**src/rtl/executor_pkg.sv**
```systemverilog
// Shared constants for the accumulator CPU execute stage.
// No logic; types and defaults only.
// Imported by executor and exec_alu.
package executor_pkg;

    localparam int BITS_DEF  = 8;
    localparam int NREGS_DEF = 8;

    // ALU function codes carried in the imm field of an ALU instruction
    typedef enum logic [2:0] {
        ALU_ADD  = 3'd0,
        ALU_SUB  = 3'd1,
        ALU_AND  = 3'd2,
        ALU_OR   = 3'd3,
        ALU_XOR  = 3'd4,
        ALU_SHL  = 3'd5,
        ALU_SHR  = 3'd6,
        ALU_MOVR = 3'd7
    } alu_fn_t;

    // Executor FSM encoding
    typedef enum logic [1:0] {
        EXEC_IDLE     = 2'd0,
        EXEC_MEM_ADDR = 2'd1,
        EXEC_MEM_DATA = 2'd2
    } exec_state_t;

endpackage

```
**src/rtl/exec_alu.sv**
```systemverilog
// Combinational ALU for the execute stage.
// Latency: 0 cycles (pure combinational).
// Backpressure: none; caller decides when to commit the result.
module exec_alu
    import executor_pkg::*;
#(
    parameter int BITS = BITS_DEF
) (
    input  logic [BITS-1:0] acc,
    input  logic [BITS-1:0] operand,
    input  alu_fn_t         fn,
    input  logic            c_in,
    output logic [BITS-1:0] result,
    output logic            c_out,
    output logic            write_acc,
    output logic            write_reg
);

    logic [BITS:0] sum;

    // Decode function code into result, carry and write targets
    always_comb begin
        result    = acc;
        c_out     = c_in;
        write_acc = 1'b1;
        write_reg = 1'b0;
        sum       = '0;
        case (fn)
            ALU_ADD: begin
                sum    = {1'b0, acc} + {1'b0, operand};
                result = sum[BITS-1:0];
                c_out  = sum[BITS];
            end
            ALU_SUB: begin
                // top bit of the widened difference is the borrow (acc < operand)
                sum    = {1'b0, acc} - {1'b0, operand};
                result = sum[BITS-1:0];
                c_out  = sum[BITS];
            end
            ALU_AND: begin
                result = acc & operand;
                c_out  = 1'b0;
            end
            ALU_OR: begin
                result = acc | operand;
                c_out  = 1'b0;
            end
            ALU_XOR: begin
                result = acc ^ operand;
                c_out  = 1'b0;
            end
            ALU_SHL: begin
                result = {acc[BITS-2:0], 1'b0};
                c_out  = acc[BITS-1];
            end
            ALU_SHR: begin
                result = {1'b0, acc[BITS-1:1]};
                c_out  = acc[0];
            end
            ALU_MOVR: begin
                // accumulator copied into the register file; acc and flags untouched
                write_acc = 1'b0;
                write_reg = 1'b1;
            end
            default: begin
                result = acc;
            end
        endcase
    end

endmodule

```
**src/rtl/executor.sv**
```systemverilog
// Execute stage: accumulator, 8-entry register file, Z/C flags, two-phase memory bus.
// Latency: ALU/LDI 1 cycle start-to-done; memory ops 3 cycles plus one per mem_ack-low cycle.
// Backpressure: mem_ack stalls each bus phase; start is ignored while busy.
module executor
    import executor_pkg::*;
#(
    parameter int BITS  = BITS_DEF,
    parameter int NREGS = NREGS_DEF
) (
    input  logic            clk,
    input  logic            reset,
    input  logic            start,
    input  logic            is_alu_op,
    input  logic            is_mem_op,
    input  logic            mem_rw,
    input  logic [2:0]      imm,
    input  logic [2:0]      register,
    input  logic [BITS-1:0] data_in,
    input  logic            mem_ack,
    output logic [BITS-1:0] acc,
    output logic            flag_z,
    output logic            flag_c,
    output logic            busy,
    output logic            done,
    output logic            mem_req,
    output logic            mem_we,
    output logic            addr_data,
    output logic [BITS-1:0] bus_out
);

    exec_state_t     state, state_nxt;
    logic [BITS-1:0] regs [NREGS];
    logic            rw_q, rw_nxt;

    logic [BITS-1:0] acc_nxt, bus_nxt;
    logic            z_nxt, c_nxt, done_nxt, req_nxt, we_nxt, ad_nxt;
    logic            reg_we;

    logic [BITS-1:0] alu_result;
    logic            alu_c_out, alu_write_acc, alu_write_reg;

    exec_alu #(.BITS(BITS)) u_alu (
        .acc       (acc),
        .operand   (regs[register]),
        .fn        (alu_fn_t'(imm)),
        .c_in      (flag_c),
        .result    (alu_result),
        .c_out     (alu_c_out),
        .write_acc (alu_write_acc),
        .write_reg (alu_write_reg)
    );

    assign busy = (state != EXEC_IDLE);

    // Next-state and next-output decode; everything holds unless a rule below fires
    always_comb begin
        state_nxt = state;
        rw_nxt    = rw_q;
        acc_nxt   = acc;
        z_nxt     = flag_z;
        c_nxt     = flag_c;
        done_nxt  = 1'b0;
        req_nxt   = mem_req;
        we_nxt    = mem_we;
        ad_nxt    = addr_data;
        bus_nxt   = bus_out;
        reg_we    = 1'b0;
        case (state)
            EXEC_IDLE: begin
                if (start) begin
                    if (is_mem_op) begin
                        // address phase: present R[r] on the bus
                        state_nxt = EXEC_MEM_ADDR;
                        rw_nxt    = mem_rw;
                        req_nxt   = 1'b1;
                        ad_nxt    = 1'b0;
                        we_nxt    = 1'b0;
                        bus_nxt   = regs[register];
                    end else if (is_alu_op) begin
                        done_nxt = 1'b1;
                        c_nxt    = alu_c_out;
                        reg_we   = alu_write_reg;
                        if (alu_write_acc) begin
                            acc_nxt = alu_result;
                            z_nxt   = (alu_result == '0);
                        end
                    end else begin
                        // LDI: zero-extended immediate, carry untouched
                        done_nxt = 1'b1;
                        acc_nxt  = {{(BITS-3){1'b0}}, imm};
                        z_nxt    = (imm == 3'd0);
                    end
                end
            end
            EXEC_MEM_ADDR: begin
                if (mem_ack) begin
                    state_nxt = EXEC_MEM_DATA;
                    ad_nxt    = 1'b1;
                    we_nxt    = rw_q;
                    bus_nxt   = rw_q ? acc : '0;
                end
            end
            EXEC_MEM_DATA: begin
                if (mem_ack) begin
                    if (!rw_q) begin
                        acc_nxt = data_in;
                        z_nxt   = (data_in == '0);
                    end
                    state_nxt = EXEC_IDLE;
                    req_nxt   = 1'b0;
                    we_nxt    = 1'b0;
                    ad_nxt    = 1'b0;
                    done_nxt  = 1'b1;
                end
            end
            default: begin
                state_nxt = EXEC_IDLE;
                req_nxt   = 1'b0;
                we_nxt    = 1'b0;
                ad_nxt    = 1'b0;
            end
        endcase
    end

    // State, accumulator, flags and bus outputs register
    always_ff @(posedge clk or negedge reset) begin
        if (!reset) begin
            state     <= EXEC_IDLE;
            rw_q      <= 1'b0;
            acc       <= '0;
            flag_z    <= 1'b0;
            flag_c    <= 1'b0;
            done      <= 1'b0;
            mem_req   <= 1'b0;
            mem_we    <= 1'b0;
            addr_data <= 1'b0;
            bus_out   <= '0;
        end else begin
            state     <= state_nxt;
            rw_q      <= rw_nxt;
            acc       <= acc_nxt;
            flag_z    <= z_nxt;
            flag_c    <= c_nxt;
            done      <= done_nxt;
            mem_req   <= req_nxt;
            mem_we    <= we_nxt;
            addr_data <= ad_nxt;
            bus_out   <= bus_nxt;
        end
    end

    // Register file; only MOVR writes it
    always_ff @(posedge clk or negedge reset) begin
        if (!reset) begin
            for (int i = 0; i < NREGS; i++) begin
                regs[i] <= '0;
            end
        end else if (reg_we) begin
            regs[register] <= acc;
        end
    end

endmodule

```
**config.mk**
```make
export PLATFORM = sky130hd
export DESIGN_NAME = executor
export DESIGN_NICKNAME = d
export VERILOG_FILES = /design/src/rtl/executor_pkg.sv /design/src/rtl/exec_alu.sv /design/src/rtl/executor.sv
export SDC_FILE = /design/constraint.sdc
export NUM_CORES = 1
export LEC_CHECK = 0
export CAP_MARGIN = 40
export CORE_UTILIZATION = 45
export CTS_CLUSTER_SIZE = 25
export DETAILED_ROUTE_END_ITERATION = 8
export SYNTH_ARGS = -nofsm -noshare
export SYNTH_HDL_FRONTEND = slang
export SYNTH_SLANG_ARGS = --single-unit
```
**constraint.sdc**
```tcl
create_clock -name clk -period 3.3 [get_ports clk]
set_input_delay 0.66 -clock clk [delete_from_list [all_inputs] [get_ports clk]]
set_output_delay 0.66 -clock clk [all_outputs]
set_load 0.005 [all_outputs]
```
**After elaboration in Yosys (flattened, before gate mapping)**

Cells that the tools add are included.

- Add/subtract/negate cells: 2
- Magnitude comparators: 2
- Equality and inequality tests: 16
- Multiplexer cells: 51
- Bitwise logic cells: 6
- Reduce and logical (&&, ||, !) cells: 16

Operators by type and width:

| kind | count |
|---|---|
| $mux 8 | 13 |
| $bwmux 64 | 1 |
| $pmux 8 s7 | 1 |
| $pmux 8 s2 | 2 |
| $bmux 8 s3 | 1 |
| $demux 8 s3 | 1 |
| $mux 1 | 21 |
| $logic_not 8->1 | 2 |
| $eq 3x3->1 const B | 4 |
| $ne 2x2->1 const B | 6 |
| $reduce_and 4->1 | 3 |
| $add 8x8->9 | 1 |
| $pmux 1 s3 | 3 |
| $sub 8x8->9 | 1 |
| $and 8x8->8 | 1 |
| $mux 2 | 4 |
| $or 8x8->8 | 1 |
| $xor 8x8->8 | 1 |
| $eq 3x2->1 const B | 2 |
| $pmux 2 s3 | 1 |
| $reduce_and 6->1 | 1 |
| $reduce_bool 2->1 | 3 |
| $pmux 1 s5 | 1 |
| $reduce_and 5->1 | 1 |
| 15 further kinds | 17 |

- Bits in registers: 89
- Output and inout port bits: 23
- Word-level logic and storage cells: 111

**Depth between registers and ports, before layout**

Gate-level depths: netlist of run 1.

- Word-level depth: 12
- Depth in mapped cells: 16
- Depth with buffers taken out: 14

**Cells and area by module**

Synthesis of run 1 repeated with hierarchy kept, for this count alone.

- Cell total of the unflattened synthesis: 550
- Area, all modules: 5759.3 µm²

By module, submodules not included:

| module | times used | cells an instance | area an instance (µm²) | seq. area each (µm²) |
|---|---|---|---|---|
| executor | 1 | 352 | 4292.9 | 2227.1 |
| exec_alu | 1 | 198 | 1466.4 | 0.0 |

**Worst setup path before layout of run 1**

OpenSTA, ideal clock, no wires.

- Path kind: input to register
- From: input port register[0]
- To: register flag_z
- Arrival time: 3.724 ns
- Slack: -0.490 ns
- Stages on the path: 14
- Path through: buf_2 > clkbuf_1 > nand2_1 > mux4_2 > o21ai_0 > ha_1 > inv_1 > fa_1 > nor2b_1 > a211oi_1 > o32a_1 > nor4b_1 > and4b_1 > a41o_1

- Cells in the longest elaborated chain, start to end: 12
- Elaborated cells between the ends (all ways): 16
- Those cells by class: add/sub (2); mux (9); bitwise (4); reduce/logical (1)

Ends and longest elaborated chain:

| item | line | source |
|---|---|---|
| from (decl) | executor.sv:17 | `input logic [2:0] register,` |
| $not 3->4 (not written as such) (*) | executor.sv:44 | `.operand (regs[register]),` |
| $bmux 8 s3 (*) | executor.sv:44 |  |
| $mux 8 (not written as such) (*) (2 in a row) | executor.sv:44 |  |
| $sub 8x8->9 (tied with other cells) | exec_alu.sv:36 | `sum = {1'b0, acc} - {1'b0, operand};` |
| $pmux 8 s7 (*) | exec_alu.sv:28 | `case (fn)` |
| $logic_not 8->1 (*) | executor.sv:85 | `z_nxt = (alu_result == '0);` |
| $mux 1 (*) | executor.sv:83 | `if (alu_write_acc) begin` |
| $mux 1 (*) | executor.sv:79 | `end else if (is_alu_op) begin` |
| $mux 1 (*) | executor.sv:71 | `if (is_mem_op) begin` |
| $mux 1 (*) | executor.sv:70 | `if (start) begin` |
| $pmux 1 s2 (*) | executor.sv:68 | `case (state)` |
| to (signal assigned) | executor.sv:142 | `flag_z <= z_nxt;` |
| to (decl) | executor.sv:21 | `output logic flag_z,` |

Mark *: on every way between the ends. The rest lies on a longest branch, timed or not. The select of a mux whose other input is x is not followed.
A chain may end at the register's enable or synchronous reset.

**Worst setup path after layout of run 1**

Ends and elaborated chain as after synthesis.

==> results.py, run 1 <==
metrics = {
    "drt": {
        "viasPerCell": 5.65,
        "num_vias": 5008,
        "drt_pass1_iterations": 5,
        "drc": 0,
        "drtAntennaViolNets": 0,
        "avgRoutedWirePerCell_um": 18.9,
        "finalWirelength_mm": 16.8,
        "dr.first_iter.drc_count": 326,
    },
    "place": {
        "dp_hpwl_mm": 12.2,
        "place.gp.congestion": 0.932,
        "portBuffers": 43,
        "dp.cells": 857,
    },
    "floorplanning": {
        "ios": 44,
        "die_x_um": 113,
        "initial_core_util": 0.462,
        "die-area_um2": 12800,
        "core_um2": 12100,
        "die_y_um": 113,
        "rows": 40,
    },
    "layout": {
        "synthToLayoutAreaGrowth_pct": 34.1,
        "final_common_cell": "buf_4",
        "antennaDiodeCount": 0,
        "fin_nets": 763,
        "fillerInstances": 1007,
        "postLayoutCoreUtil": 0.620,
        "final_cells": 887,
        "drive_gt1_frac": 0.314,
        "final_cell_mix": "buf_4, dfrtp_1, nand2_1, o21ai_0, nor2_1",
    },
    "outcome": {
        "outcome": "completed",
    },
    "pwr": {
        "switchingPower_w": 0.00173,
        "p_comb_frac": 0.463,
        "power_frac_seq": 0.309,
        "swShare": 0.375,
        "ir_drop_mv": 0.402,
        "total_leakage_power_nw": 3.41,
        "pwr-share-clk": 0.228,
        "p_per_area_nw_per_um2": 617,
        "intPower_w": 0.00288,
    },
    "timing": {
        "hold_viol": 0,
        "finalCriticalPeriod_ps": 3290,
        "fin_tns_setup_ps": 0,
        "tightest_slew_ps": 941,
        "timing.final.crit_share": 0.996,
        "rsz0062_at_grt": "yes",
        "finalMaxSlewViolations": 0,
        "setup_viol": 0,
        "fin_skew_ps": 11.1,
        "maxSlewHeadroom": 0.371,
        "fmax_ghz": 0.304,
    },
    "logic_synthesis": {
        "yosys.area_share.adder": 0.0655,
        "synth-seq-area-share": 0.395,
        "synth_top_family_by_area": "compound AO/OA/AOI/OAI gates",
        "ys_ff_latch": 88,
        "syn_nets": 642,
        "synth_flop_cell": "dfrtp_1",
        "synth_xor_area_frac": 0.00314,
        "synth.area.mux_share": 0.134,
        "synth_simple_gate_area_frac": 0.169,
        "synth-edff-count": 0,
        "synth_cell_types": 69,
        "syn-instance-count": 593,
        "ys_warn_count": 0,
        "synth_area_per_cell_um2": 9.40,
        "synth_area_um2": 5570,
        "synthArstFlopShare": 1.00,
        "synth-compound-area-share": 0.182,
    },
    "cts": {
        "htree_levels": 3,
        "clock_path_buffers": 2,
        "clkLatencyLatePin_ps": 360,
        "cts_tree": "yes",
        "root_buffer": "clkbuf_16",
        "cts-buffers-inserted": 9,
        "cts.sinks": 88,
        "cts.clk_slew.worst_paths_ps": 70,
        "hold_buffers": 0,
    },
    "critical_path": {
        "r2r-start": "regs[2]",
        "r2r_slack_ps": 200,
        "worstSetupStartpointType": "primary input",
        "worstSetupEndpointType": "register",
        "required_ps": 3590,
        "reg2reg_depth": 14,
        "worstPathArrival_ps": 3580,
        "path_max_fanout": 7,
        "critical_path_class": "primary input to register",
        "r2r-end": "flag_z",
    },
    "grt": {
        "grt_max_degree": 47,
        "track_usage": 0.279,
        "grt_pass1_vias": 5026,
        "grt.overflow.total": 0,
        "antenna_found_initial": 0,
        "grt_pass1_wl_mm": 27.1,
    },
    "hold_path": {
        "hold_class": "primary input to asynchronous set/reset pin",
    },
    "flow_run": {
        "maxCapViolations": 0,
    },
}
[routing by layer]
metal	track usage	share of wire	vias to the layer above	wire, um
li1	-	-	2364	-
met1	0.397	0.48	2509	8060
met2	0.436	0.46	119	7790
met3	0.0428	0.041	16	694
met4	0.0930	0.013	0	216
met5	0	0	-	0
[area by class of cell]
cell class	instances	area, um2	share of cell area
multi-input cells	438	3340	0.447
flip-flops and latches	88	2200	0.295
repair buffers	150	1320	0.176
clock buffers	12	246	0.0330
well taps	168	210	0.0281
inverters	27	101	0.0136
clock inverters	4	53.8	0.00720
[metrics by stage]
stage,hold slack (ps),instance area [um2],setup WS (ps),total power (W)
CTS,341,7360,-104,0.00453
detailed placement,468,6810,-874,0.00335
floorplan,364,5650,-99.3,0.00241
finish,324,7470,14.3,0.00461
global route,364,7470,-87.5,0.00488
global placement,458,6810,-783,0.00333
[worst max-delay path, stage by stage]
cell      delay [ps]
buf_12           120
buf_8            130
mux2i_1          110
mux4_2           490
o21ai_4          120
ha_4             180
inv_2             40
fa_2             520
nor2b_4          130
a211oi_1          50
o32a_1           350
nor4b_2          240
and4b_1          270
a41o_1           180
[worst max-delay path by stage]
stage,start,end,slack [ps],depth (start not counted)
6_report,register[0],flag_z,10,14
3_5_place_dp,register[0],acc[5],-870,15
2_1_floorplan,register[0],flag_z,-100,15
4_1_cts,register[0],flag_z,-100,15
5_1_grt,register[0],flag_z,-90,14
3_3_place_gp,register[0],acc[2],-780,16
[registers in the layout (all words and copies together), names as in the netlist]
| register | flops |
|---|---|
| acc | 8 |
| addr_data | 1 |
| bus_out | 8 |
| done | 1 |
| flag_c | 1 |
| flag_z | 1 |
| mem_req | 1 |
| mem_we | 1 |
| regs | 64 |
| rw_q | 1 |
| state | 1 |
[timing repair]
action                                  CTS  global route
setup buffers                            14             1
pin swaps                                17            16
endpoints found under the setup margin    9             8
gates resized for setup                  35            29
[Yosys cell counts, types with 3 or more instances]
cell type | instances | area (um2)
a211oi_1 | 10 | 75.1
a21o_1 | 5 | 37.5
a21oi_1 | 29 | 145
a221oi_1 | 6 | 52.6
a31oi_1 | 11 | 68.8
and3_1 | 4 | 25.0
buf_2 | 14 | 70.1
buf_4 | 3 | 22.5
clkbuf_1 | 21 | 78.8
dfrtp_1 | 88 | 2200
ha_1 | 26 | 325
inv_1 | 26 | 97.6
mux2_2 | 36 | 405
mux2i_1 | 16 | 160
mux4_2 | 8 | 180
nand2_1 | 74 | 278
nand2b_1 | 9 | 56.3
nand3_1 | 16 | 80.1
nor2_1 | 45 | 169
nor2b_1 | 9 | 56.3
nor3_1 | 7 | 35.0
nor3b_1 | 3 | 22.5
o211ai_1 | 7 | 52.6
o21a_1 | 4 | 30.0
o21ai_0 | 53 | 265
o21ai_1 | 3 | 15.0
o22ai_1 | 4 | 25.0
or2_2 | 4 | 25.0
or4_1 | 3 | 22.5
[power by group through the flow]
stage                     sequential [W]  combinational, W  clock [W]
after floorplan                  0.00142          0.000996          0
after global placement           0.00143           0.00190          0
after detailed placement         0.00144           0.00191          0
after CTS                        0.00142           0.00204    0.00107
after global routing             0.00145           0.00232    0.00111
final                            0.00142           0.00213    0.00105
[cell families (layout without fill, tap and decap cells)]
group	after synthesis	in the layout
compound gates	156	156
flops	88	88
buf+inv	67	193
simple gates	192	192
mux	60	60
fa+ha+maj	28	28
xor+xnor	2	2
Note: power is estimated with default switching activity, not from simulation.
==> inputs of run 2 (changes only) <==
Settings changed: ABC_CLOCK_PERIOD_IN_PS from default to 3300, CAP_MARGIN 40 to default.
==> results of run 2 <==
The final DEF is identical to that of run 1; final timing and power are the same.
==> variant (settings of run 2) <==
Change the package constant `NREGS_DEF` from 8 to 16.
--- a/src/rtl/executor_pkg.sv
+++ b/src/rtl/executor_pkg.sv
@@ -4,7 +4,7 @@
 package executor_pkg;
 
     localparam int BITS_DEF  = 8;
-    localparam int NREGS_DEF = 8;
+    localparam int NREGS_DEF = 16;
 
     // ALU function codes carried in the imm field of an ALU instruction
     typedef enum logic [2:0] {
Behaviour: same outputs for any inputs over 4 cycles, from zero or initial values and one cycle with reset low; that may be too few to reach the edited logic, so the function may still have changed.
==> variant against run 2 <==
The flow now finishes with violations (negative setup slack); sequential power down 3%; wire length increased by 1.1%; worst setup slack got worse by 0.44 ns; cell area rose by 1.7%; sequential cell count unchanged; power increased by 2.7%; critical path depth stayed put; area after synthesis hardly changed; critical endpoint unchanged; highest routed layer unchanged.
==> variant: results (changes against run 2) <==
* Status: complete, but fails checks
* Failing checks: negative setup slack
* Commonest cells post-synth: 88 x dfrtp_1, 74 x nand2_1, 51 x o21ai_0
* Relative slew slack at 0.4516 (+0.08039)
* Buffers, non-clock at 161 (+7.3%)
* WL met1 at 7374 um (-8.5%)
* Seq area share at 0.2896 (-0.005043)
* Crit-path max FO at 3 (-4)
* Routed WL at 16940 um (+1.1%)
* Placed instance area at 0.006915 mm^2 (+1.6%)
* Final worst slack at -0.4294 ns (-0.4436 ns)
* Multi-input gate area at 0.003393 mm^2 (+1.5%)
* Area Overhead vs Synth at 36.29%
* Grt met3 use at 0.04606 (+0.003214)
* Signal buf overhead at 0.1856 (+0.009492)
* Worst R2R Path Depth at 12 (-2)
* Grt met2 use at 0.4601 (+0.02413)
* Tightest hold margin at 0.3191 ns (-0.004746 ns)
* Layout Nets at 769 (+0.79%)
* Multi-input gate count at 432 (-1.4%)
* Slowest CP cell: or4b_4
* # fillers at 1000 (-0.70%)
* R2R setup slack at -0.33 ns (-0.53 ns)
* Pleak at 3.447 nW (+1.2%)
* Clock Skews at 0.006495 ns (-0.004614 ns)
* Final setup viols at 3 (+3)
* Post-Syn Area at 0.005579 mm^2 (about the same)
* First-pass GRT wire length at 26730 um (-1.4%)
* Clock-cell share of area at 0.03702 (-0.003156)
* Reg-to-Reg Start: regs[80]
* All-Layer GR Usage at 0.2758 (-0.003193)
* Inverters at 28 (+3.7%)
* Mapped Nets at 634 (-1.2%)
* Post-DP HPWL at 12790 um (+5.2%)
[variant: cell types whose count changed in the layout (fill, tap and decap cells not counted), sizes merged, moves of 4 or more]
cell	change
a211oi	-5
buf	+10
or3	+5
nor3b	+4
nand3	-5
a21o	-4
o21ai	-4
nor2	-6
[variant: timing repair]
item,CTS,global route
buffers inserted,6,8
endpoints found under the setup margin,9,6
pin swaps,13,19
resized for setup,41,34
hold buffers,0,0
[variant: where the power goes]
group | switching [mW] | total, mW | internal, mW
clock network | 0.435 | 0.971 | 0.536
registers | 0.125 | 1.38 | 1.25
logic | 1.22 | 2.39 | 1.16
[variant: metrics by stage]
| stage | setup slack (ns) | setup TNS [ns] | cells |
|---|---|---|---|
| after floorplan | -0.5216 | -0.7272 | 585 |
| after global placement | -1.159 | -7.584 | 865 |
| after detailed placement | -1.197 | -7.821 | 865 |
| after CTS | -0.4166 | -0.9281 | 887 |
| after global routing | -0.5143 | -1.226 | 893 |
| final | -0.4294 | -0.7765 | 893 |
[variant: worst max-delay path: cells and delay by family]
kind	cells	cell delay, ns
simple gates	4	1.15
compound gates	3	0.70
fa+ha+maj	2	0.50
buf+inv	3	0.26
mux	2	0.72
[variant: logic make-up after synthesis]
family / count (synthesis) / share of synthesized area
buf+inv: 65 / 0.04754
simple gates: 183 / 0.1635
fa+ha+maj: 28 / 0.06549
flops: 88 / 0.3947
compound gates: 160 / 0.1875
xor+xnor: 2 / 0.003140
mux: 59 / 0.1381
[variant: how the worst max path moves through the flow]
stage | depth (start not counted) | start | endpoint
finish | 14 | register[1] | flag_z
CTS | 14 | register[1] | flag_z
global placement | 14 | register[1] | flag_z
floorplan | 13 | register[1] | flag_z
detailed placement | 14 | register[1] | flag_z
global route | 14 | register[1] | flag_z
